`config.mk`:
```
export PLATFORM = sky130hd
export DESIGN_NAME = hdmi_video_timing_flat
export DESIGN_NICKNAME = d
export VERILOG_FILES = /design/src/rtl/hdmi_video_timing_if.sv /design/src/rtl/hdmi_video_timing.sv /design/src/flat_wrapper.sv
export SDC_FILE = /design/constraint.sdc
export NUM_CORES = 1
export LEC_CHECK = 0
export BUFFER_PORTS_ARGS = -buffer_cell sky130_fd_sc_hd__buf_2
export CORE_MARGIN = 3
export CORE_UTILIZATION = 55
export DETAILED_ROUTE_END_ITERATION = 12
export PLACE_DENSITY = 0.76
export SKIP_LAST_GASP = 1
export SLEW_MARGIN = 10
export SYNTH_ARGS = -nofsm -noshare
export SYNTH_HDL_FRONTEND = slang
export SYNTH_SLANG_ARGS = --single-unit
```
`constraint.sdc`:
```
create_clock -name clk -period 2.55 [get_ports clk]
set_input_delay 0.51 -clock clk [delete_from_list [all_inputs] [get_ports clk]]
set_output_delay 0.51 -clock clk [all_outputs]
set_load 0.02 [all_outputs]
```
`src/rtl/hdmi_video_timing_if.sv`:
```
// Video timing bundle from the HDMI pixel-clock timing generator to the renderer and TMDS encoder.
`timescale 1ns/1ps
interface hdmi_video_timing_if;
  logic        video_ready;
  logic        hs;
  logic        vs;
  logic        de;
  logic [11:0] x;
  logic [11:0] y;
  logic        line_start;
  logic        frame_start;

  modport master (
    output video_ready, hs, vs, de, x, y, line_start, frame_start
  );

  modport slave (
    input video_ready, hs, vs, de, x, y, line_start, frame_start
  );
endinterface

```
`src/rtl/hdmi_video_timing.sv`:
```
// Lock-qualified video timing generator: waits for a stable synchronised PLL lock,
// then emits registered hs/vs/de and pixel coordinates, dropping back to idle on lock loss.
`timescale 1ns/1ps
module hdmi_video_timing #(
  parameter int unsigned H_ACTIVE  = 1280,
  parameter int unsigned H_FP      = 110,
  parameter int unsigned H_SYNC    = 40,
  parameter int unsigned H_BP      = 220,
  parameter int unsigned V_ACTIVE  = 720,
  parameter int unsigned V_FP      = 5,
  parameter int unsigned V_SYNC    = 5,
  parameter int unsigned V_BP      = 20,
  parameter bit          HS_POL    = 1'b1,
  parameter bit          VS_POL    = 1'b1,
  parameter int unsigned LOCK_WAIT = 1024
) (
  input  logic                 clk,
  input  logic                 rst,
  input  logic                 pll_lock,
  hdmi_video_timing_if.master  vid
);

  localparam int unsigned H_TOTAL = H_ACTIVE + H_FP + H_SYNC + H_BP;
  localparam int unsigned V_TOTAL = V_ACTIVE + V_FP + V_SYNC + V_BP;
  localparam int unsigned CW      = 12;
  localparam int unsigned SW      = (LOCK_WAIT > 1) ? $clog2(LOCK_WAIT) : 1;

  // Decode bounds carry one extra bit so a boundary equal to 4096 still compares correctly.
  localparam logic [CW:0]   H_ACT_END = (CW+1)'(H_ACTIVE);
  localparam logic [CW:0]   HS_BEG    = (CW+1)'(H_ACTIVE + H_FP);
  localparam logic [CW:0]   HS_END    = (CW+1)'(H_ACTIVE + H_FP + H_SYNC);
  localparam logic [CW:0]   V_ACT_END = (CW+1)'(V_ACTIVE);
  localparam logic [CW:0]   VS_BEG    = (CW+1)'(V_ACTIVE + V_FP);
  localparam logic [CW:0]   VS_END    = (CW+1)'(V_ACTIVE + V_FP + V_SYNC);
  localparam logic [CW-1:0] H_LAST    = CW'(H_TOTAL - 1);
  localparam logic [CW-1:0] V_LAST    = CW'(V_TOTAL - 1);
  localparam logic [SW-1:0] SETTLE_LAST = SW'(LOCK_WAIT - 1);

  if (H_TOTAL > 4096 || V_TOTAL > 4096) begin : g_total_too_big
    $error("hdmi_video_timing: H_TOTAL and V_TOTAL must not exceed 4096");
  end
  if (LOCK_WAIT < 1) begin : g_lock_wait_zero
    $error("hdmi_video_timing: LOCK_WAIT must be at least 1");
  end

  typedef enum logic [1:0] {
    WAIT_LOCK = 2'd0,
    SETTLE    = 2'd1,
    RUN       = 2'd2
  } state_t;

  state_t          state;
  logic            lock_m;
  logic            lock_s;
  logic [SW-1:0]   settle_cnt;
  logic [CW-1:0]   h_cnt;
  logic [CW-1:0]   v_cnt;

  logic            video_ready_q;
  logic            hs_q;
  logic            vs_q;
  logic            de_q;
  logic [CW-1:0]   x_q;
  logic [CW-1:0]   y_q;
  logic            line_start_q;
  logic            frame_start_q;

  logic            run_c;
  logic            h_act_c;
  logic            v_act_c;
  logic            hs_on_c;
  logic            vs_on_c;

  // Two-flop synchroniser for the asynchronous PLL lock.
  always_ff @(posedge clk) begin
    if (rst) begin
      lock_m <= 1'b0;
      lock_s <= 1'b0;
    end else begin
      lock_m <= pll_lock;
      lock_s <= lock_m;
    end
  end

  // Lock qualification: any drop of lock_s restarts the full settle wait.
  always_ff @(posedge clk) begin
    if (rst) begin
      state      <= WAIT_LOCK;
      settle_cnt <= '0;
    end else begin
      case (state)
        WAIT_LOCK: begin
          if (lock_s) begin
            state      <= SETTLE;
            settle_cnt <= '0;
          end
        end
        SETTLE: begin
          if (!lock_s) begin
            state <= WAIT_LOCK;
          end else if (settle_cnt == SETTLE_LAST) begin
            state <= RUN;
          end else begin
            settle_cnt <= settle_cnt + 1'b1;
          end
        end
        RUN: begin
          if (!lock_s) begin
            state <= WAIT_LOCK;
          end
        end
        default: state <= WAIT_LOCK;
      endcase
    end
  end

  assign run_c = (state == RUN);

  // Raster counters run only in RUN and sit at the origin otherwise.
  always_ff @(posedge clk) begin
    if (rst || !run_c) begin
      h_cnt <= '0;
      v_cnt <= '0;
    end else if (h_cnt == H_LAST) begin
      h_cnt <= '0;
      v_cnt <= (v_cnt == V_LAST) ? '0 : v_cnt + 1'b1;
    end else begin
      h_cnt <= h_cnt + 1'b1;
    end
  end

  assign h_act_c = ({1'b0, h_cnt} <  H_ACT_END);
  assign v_act_c = ({1'b0, v_cnt} <  V_ACT_END);
  assign hs_on_c = ({1'b0, h_cnt} >= HS_BEG) && ({1'b0, h_cnt} < HS_END);
  assign vs_on_c = ({1'b0, v_cnt} >= VS_BEG) && ({1'b0, v_cnt} < VS_END);

  // Outputs trail the counters by one cycle; v_cnt only moves at h wrap, so vs toggles at x==0.
  always_ff @(posedge clk) begin
    if (rst || !run_c) begin
      video_ready_q <= 1'b0;
      hs_q          <= ~HS_POL;
      vs_q          <= ~VS_POL;
      de_q          <= 1'b0;
      x_q           <= '0;
      y_q           <= '0;
      line_start_q  <= 1'b0;
      frame_start_q <= 1'b0;
    end else begin
      video_ready_q <= 1'b1;
      hs_q          <= hs_on_c ? HS_POL : ~HS_POL;
      vs_q          <= vs_on_c ? VS_POL : ~VS_POL;
      de_q          <= h_act_c && v_act_c;
      x_q           <= h_cnt;
      y_q           <= v_cnt;
      line_start_q  <= (h_cnt == '0);
      frame_start_q <= (h_cnt == '0) && (v_cnt == '0);
    end
  end

  assign vid.video_ready = video_ready_q;
  assign vid.hs          = hs_q;
  assign vid.vs          = vs_q;
  assign vid.de          = de_q;
  assign vid.x           = x_q;
  assign vid.y           = y_q;
  assign vid.line_start  = line_start_q;
  assign vid.frame_start = frame_start_q;

endmodule
```
`src/flat_wrapper.sv`:
```
// flat-port wrapper written by rule: the top's interface ports become plain ports
module hdmi_video_timing_flat 
#(
  parameter int unsigned H_ACTIVE  = 1280,
  parameter int unsigned H_FP      = 110,
  parameter int unsigned H_SYNC    = 40,
  parameter int unsigned H_BP      = 220,
  parameter int unsigned V_ACTIVE  = 720,
  parameter int unsigned V_FP      = 5,
  parameter int unsigned V_SYNC    = 5,
  parameter int unsigned V_BP      = 20,
  parameter bit          HS_POL    = 1'b1,
  parameter bit          VS_POL    = 1'b1,
  parameter int unsigned LOCK_WAIT = 1024
)
  (clk, rst, pll_lock, vid_video_ready, vid_hs, vid_vs, vid_de, vid_x, vid_y, vid_line_start, vid_frame_start);
  hdmi_video_timing_if vid_i ();
  input  logic clk;
  input  logic rst;
  input  logic pll_lock;
  output wire logic [$bits(vid_i.video_ready)-1:0] vid_video_ready;
  output wire logic [$bits(vid_i.hs)-1:0] vid_hs;
  output wire logic [$bits(vid_i.vs)-1:0] vid_vs;
  output wire logic [$bits(vid_i.de)-1:0] vid_de;
  output wire logic [$bits(vid_i.x)-1:0] vid_x;
  output wire logic [$bits(vid_i.y)-1:0] vid_y;
  output wire logic [$bits(vid_i.line_start)-1:0] vid_line_start;
  output wire logic [$bits(vid_i.frame_start)-1:0] vid_frame_start;
  assign vid_video_ready = vid_i.video_ready;
  assign vid_hs = vid_i.hs;
  assign vid_vs = vid_i.vs;
  assign vid_de = vid_i.de;
  assign vid_x = vid_i.x;
  assign vid_y = vid_i.y;
  assign vid_line_start = vid_i.line_start;
  assign vid_frame_start = vid_i.frame_start;
  hdmi_video_timing #(.H_ACTIVE(H_ACTIVE), .H_FP(H_FP), .H_SYNC(H_SYNC), .H_BP(H_BP), .V_ACTIVE(V_ACTIVE), .V_FP(V_FP), .V_SYNC(V_SYNC), .V_BP(V_BP), .HS_POL(HS_POL), .VS_POL(VS_POL), .LOCK_WAIT(LOCK_WAIT)) u_core (.clk(clk), .rst(rst), .pll_lock(pll_lock), .vid(vid_i));
endmodule
```
### After elaboration in Yosys (flattened, before gate mapping)

Index checks and enable logic that the tools add are counted.

| operators by class | value |
|---|---|
| add/sub/neg operators | 3 |
| equal/unequal tests | 10 |
| order comparisons | 6 |
| multiplexer cells | 13 |
| reductions and logical operators | 13 |

Operators with widths:

| kind | number |
|---|---|
| 10-bit two-way mux | 3 |
| 12-bit by 1-bit adder with 12-bit output (second input constant) | 2 |
| 12-bit logical NOT | 2 |
| 12-bit by 10-bit less-than comparator with 1-bit output (second input constant) | 2 |
| 12-bit by 11-bit less-than comparator with 1-bit output (second input constant) | 2 |
| 10-bit case mux with 2 select lines | 1 |
| 12-bit by 10-bit equality test with 1-bit output (second input constant) | 1 |
| 12-bit by 11-bit equality test with 1-bit output (second input constant) | 1 |
| 12-bit by 10-bit greater-or-equal comparator with 1-bit output (second input constant) | 1 |
| 12-bit by 11-bit greater-or-equal comparator with 1-bit output (second input constant) | 1 |
| 12-bit two-way mux | 1 |
| 10-bit by 1-bit adder with 10-bit output (second input constant) | 1 |
| 10-bit equality test (second input constant) | 1 |
| 2-bit two-way mux | 4 |
| 2-bit case mux with 3 select lines | 1 |
| 1-bit logical AND | 4 |
| 2-bit by 1-bit inequality test with 1-bit output (second input constant) | 2 |
| 2-bit inequality test (second input constant) | 2 |
| 4-bit AND reduction | 1 |
| 1-bit two-way mux | 3 |
| 3-bit inequality test (second input constant) | 1 |
| 3-bit AND reduction | 1 |
| 2-bit by 1-bit equality test with 1-bit output (second input constant) | 1 |
| 2-bit equality test (second input constant) | 1 |
| 5 further kinds | 5 |

| word-level totals | value |
|---|---|
| input port bits | 3 |
| word-level logic and storage cells | 59 |
| bits in registers | 68 |
| output and inout port bits | 30 |

### Longest topological paths before layout

| depth | value |
|---|---|
| depth after elaboration | 4 |
| depth in mapped cells | 8 |

### Worst setup path before layout

No wires, ideal clock.

| timing | value |
|---|---|
| kind | input-to-reg |
| start point | in rst |
| end point | reg u_core.h_cnt[1] |
| stages | 6 |
| path slack | 718 ps |
| path buffers | 3 |
| library setup time | 60 ps |
| data arrival time | 1,772 ps |
| cell sequence | clkbuf_1 > or3b_2 > buf_2 > inv_1 > clkbuf_1 > and3_1 |

| on the way | value |
|---|---|
| word-level cells in the longest chain between the ends | 2 |

RTL lines:

| item | line | source |
|---|---|---|
| start: declaration | flat_wrapper.sv:19 | `input logic rst;` |
| 1-bit logical OR | hdmi_video_timing.sv:121 | `if (rst \|\| !run_c) begin` |
| 2-bit OR reduction (no line) | -- |  |
| end signal: assignment | hdmi_video_timing.sv:128 | `h_cnt <= h_cnt + 1'b1;` |
| end: declaration | hdmi_video_timing.sv:56 | `logic [CW-1:0] h_cnt;` |

No other way between the ends.
A chain may end at the register's enable or synchronous reset.

### Worst setup path after layout

| timing | value |
|---|---|
| start point | reg u_core.state[1] |
| end point | reg u_core.h_cnt[5] |

| on the way | value |
|---|---|
| word-level cells in the longest chain between the ends | 4 |

RTL lines:

| item | line | source |
|---|---|---|
| start: declaration | hdmi_video_timing.sv:52 | `state_t state;` |
| start signal: assignment | hdmi_video_timing.sv:88 | `state <= WAIT_LOCK;` |
| start signal: assignment | hdmi_video_timing.sv:94 | `state <= SETTLE;` |
| start signal: assignment | hdmi_video_timing.sv:100 | `state <= WAIT_LOCK;` |
| 2-bit equality test | hdmi_video_timing.sv:117 | `assign run_c = (state == RUN);` |
| 1-bit logical NOT | hdmi_video_timing.sv:121 |  |
| 1-bit logical OR | hdmi_video_timing.sv:121 |  |
| 2-bit OR reduction (no line) | -- |  |

No other way between the ends.

==> impl_metrics.py <==
metrics = {
    "status": {
        "status": "finished clean",
    },
    "yosys": {
        "synth.area.top_cells": "dfxtp_1, and2_1, nor2_1",
        "synth_top_area_frac": 0.4857,
        "synth_cell_types": 45,
        "syn_inst": 299,
        "synth_area_um2": 2803,
        "syn_nets": 310,
        "yosys.area.top_type": "dfxtp_1",
        "ys_ff_latch": 68,
        "ys_seq_area_frac": 0.4857,
        "synth_ff_type": "dfxtp_1",
        "synthArstFlopShare": 0,
        "synth-edff-count": 0,
        "ys.warnings.count": 0,
        "syn_area_per_cell_um2": 9.374,
    },
    "setup_path": {
        "critical_path_class": "reg2reg",
        "end_kind": "flip-flop",
        "cp.required_ps": 2820,
        "critPathLaunchType": "flip-flop",
        "cp_cell_sequence": "or3b_2 -> inv_1 -> nand2_1 -> nor2_1",
        "worst_path_largest_cell_delay_ps": 590,
        "arrival_ps": 2200,
        "cp_max_fo": 15,
        "rrSetupSlack_ps": 620,
        "slowest_stage": "or3b_2",
    },
    "global_route": {
        "gr-usage-met3": 0.06265,
        "antenna_found_initial": 0,
        "grt_usage": 0.1993,
        "grt_use_met1": 0.2448,
        "grt_pass1_vias": 2079,
        "grt_use_met2": 0.3135,
        "grt_pass1_wl_um": 9439,
        "busiest_layer": "met2",
        "grt_start_max_net_pins": 16,
        "gr-total-overflow": 0,
    },
    "routing": {
        "vias": 2171,
        "wire_per_inst_um": 13.31,
        "routed_wl_um": 5365,
        "drt_iter0_drc": 126,
        "dr.pass1.iters": 4,
        "drt-vias-per-instance": 5.387,
        "ant_nets": 0,
        "drc": 0,
    },
    "final_layout": {
        "multiInputGateArea_um2": 1350,
        "area_growth_syn_to_layout_pct": 13.79,
        "fin_nets": 342,
        "utilization": 0.6621,
        "drive_above_1_share": 0.1637,
        "fillers": 427,
        "seq_area_um2": 1361,
        "insertedDiodeCount": 0,
    },
    "cts": {
        "cts-root-buf": "clkbuf_8",
        "cts-buffers-inserted": 9,
        "htreeDepth": 3,
        "clock_latency_ps": 340,
        "post_cts_buffers": 0,
        "clkSinkCount": 68,
        "cts_buffer_depth": 2,
        "cts_tree": "built",
        "cts_hold_buf": 0,
        "clk_pin_slew_ps": 70,
        "ctsResizeCount": 0,
    },
    "floorplan": {
        "num_rows": 25,
        "dieWidth_um": 77.39,
        "die_area_um2": 5988,
        "ios": 33,
        "core-area_um2": 4817,
        "die_h_um": 77.39,
        "start_util": 0.5818,
    },
    "timing": {
        "max_freq_mhz": 519.2,
        "finClkSkew_ps": 7.731,
        "fin_hold_ws_ps": 378.1,
        "setup_viol": 0,
        "finalSetupTns_ps": 0,
        "rsz0062_at_grt": "no",
        "relSlewSlack": 0.6724,
        "hold_viol": 0,
        "min_period_over_period": 0.7553,
        "min_period_ps": 1926,
        "worst_pin_slew_ps": 487.3,
        "maxSlewViolCount": 0,
    },
    "run": {
        "cap_violations": 0,
    },
    "worst_hold_path": {
        "hold_class": "in2reg",
    },
    "placed_design": {
        "gp_congestion": 0.8177,
        "portBuffers": 32,
        "dp_hpwl_um": 3760,
    },
    "power_and_ir_drop": {
        "powerDensity_nw_per_um2": 614.6,
        "p_int_uw": 1576,
        "comb_power_share": 0.006,
        "irDropWorstVdd_v": 0.0003345,
        "switching_share": 0.1962,
        "clkPwrFrac": 0.451,
        "p_leak_uw": 0.001281,
        "power_switching_uw": 384.5,
        "seq_power_share": 0.543,
    },
}
## routing by layer
metal,part of all wire,vias up,routed length (um)
met4,0.021,0,111
met3,0.051,9,272
met1,0.47,999,2495
li1,-,1117,-
met2,0.46,46,2485
met5,0,-,0
## worst max-delay path, delay by kind of cell (launching register included)
kind,cells,cell delay [ps]
and+or+nand+nor,3,1090
buffers and inverters,1,350
DFF,1,410
## cell usage in the layout (no fill, tap or decap), types with 3 or more instances in the layout
cell type / n
clkbuf_8: 11
nand4_1: 10
nand2_1: 15
nor2_1: 29
nor3b_1: 3
or4_1: 4
and4b_1: 3
buf_2: 32
xor2_1: 9
o21ai_0: 10
or3_1: 3
nor3_1: 6
and2_1: 21
o31ai_1: 5
nand3_1: 16
a21oi_1: 16
dfxtp_1: 68
inv_1: 8
and4_1: 6
and3_1: 8
xnor2_1: 4
clkbuf_1: 4
nor2b_1: 7
ha_1: 8
## synth_stat cells (2+ instances only)
library cell	number
dfxtp_1	68
nor2_1	29
and2_1	21
a21oi_1	16
nand3_1	16
nand2_1	15
nand4_1	10
o21ai_0	10
xor2_1	9
and3_1	8
ha_1	8
inv_1	8
nor2b_1	7
and4_1	6
clkbuf_1	6
nor3_1	6
o31ai_1	5
buf_2	4
or4_1	4
xnor2_1	4
and4b_1	3
nor3b_1	3
or3_1	3
a21o_1	2
a31oi_1	2
and2_0	2
mux2i_1	2
nor4_1	2
nor4b_1	2
o211ai_1	2
or3_2	2
## stage by stage
step	power [uW]	setup WS [ps]	instances	area, um2
2_1_floorplan	1097	717.9	299	2803
3_3_place_gp	1101	394.5	387	2993
3_5_place_dp	1101	354.7	387	2993
4_1_cts	1973	595.4	403	3189
5_1_grt	2029	445.5	403	3189
6_report	1960	624.1	403	3189
## power by group through the flow
stage | clock, uW | combinational, uW | sequential [uW]
global placement | 0 | 11.6 | 1090
CTS | 896 | 12.1 | 1070
finish | 883 | 11.9 | 1070
floorplan | 0 | 8.63 | 1090
global route | 951 | 13.9 | 1060
detailed placement | 0 | 12.0 | 1090
## state kept, by name (all words and copies together) (netlist names)
| signal | count |
|---|---|
| u_core.vid.frame_start | 1 |
| u_core.vid.hs | 1 |
| u_core.vid.line_start | 1 |
| u_core.lock_m | 1 |
| u_core.vid.y | 12 |
| u_core.state | 2 |
| u_core.vid.x | 12 |
| u_core.settle_cnt | 10 |
| u_core.vid.vs | 1 |
| u_core.v_cnt | 12 |
| u_core.vid.video_ready | 1 |
| u_core.lock_s | 1 |
| u_core.h_cnt | 12 |
| u_core.vid.de | 1 |
## final cells by class
cell class              instances  area share
multi-input cells             211      0.4233
flip-flops and latches         68      0.4268
clock buffers                  15     0.05218
well taps                      67     0.02628
repair buffers                 33     0.05257
inverters                       8    0.009415
clock inverters                 1    0.009415
## cells by family (layout without fill, tap and decap cells)
kind of cell,Yosys count,count (layout),synth area share
AND/OR/NAND/NOR,148,148,0.3138
flip-flops,68,68,0.4857
AO/OA/AOI/OAI,40,40,0.08438
buffers and inverters,20,57,0.03259
XOR/XNOR,13,13,0.04063
adder cells (fa/ha/maj),8,8,0.03572
multiplexers,2,2,0.007143
## path summary, 6_finish.rpt
| kind | cells after the start | start | end |
|---|---|---|---|
| max | 4 | u_core.state[1] | u_core.h_cnt[5] |
| min | 2 | pll_lock | u_core.lock_m |
| max reg2reg | 4 | u_core.state[1] | u_core.h_cnt[5] |
| min reg2reg | 1 | u_core.lock_m | u_core.lock_s |
No activity file was read; power rests on OpenSTA's default activity.
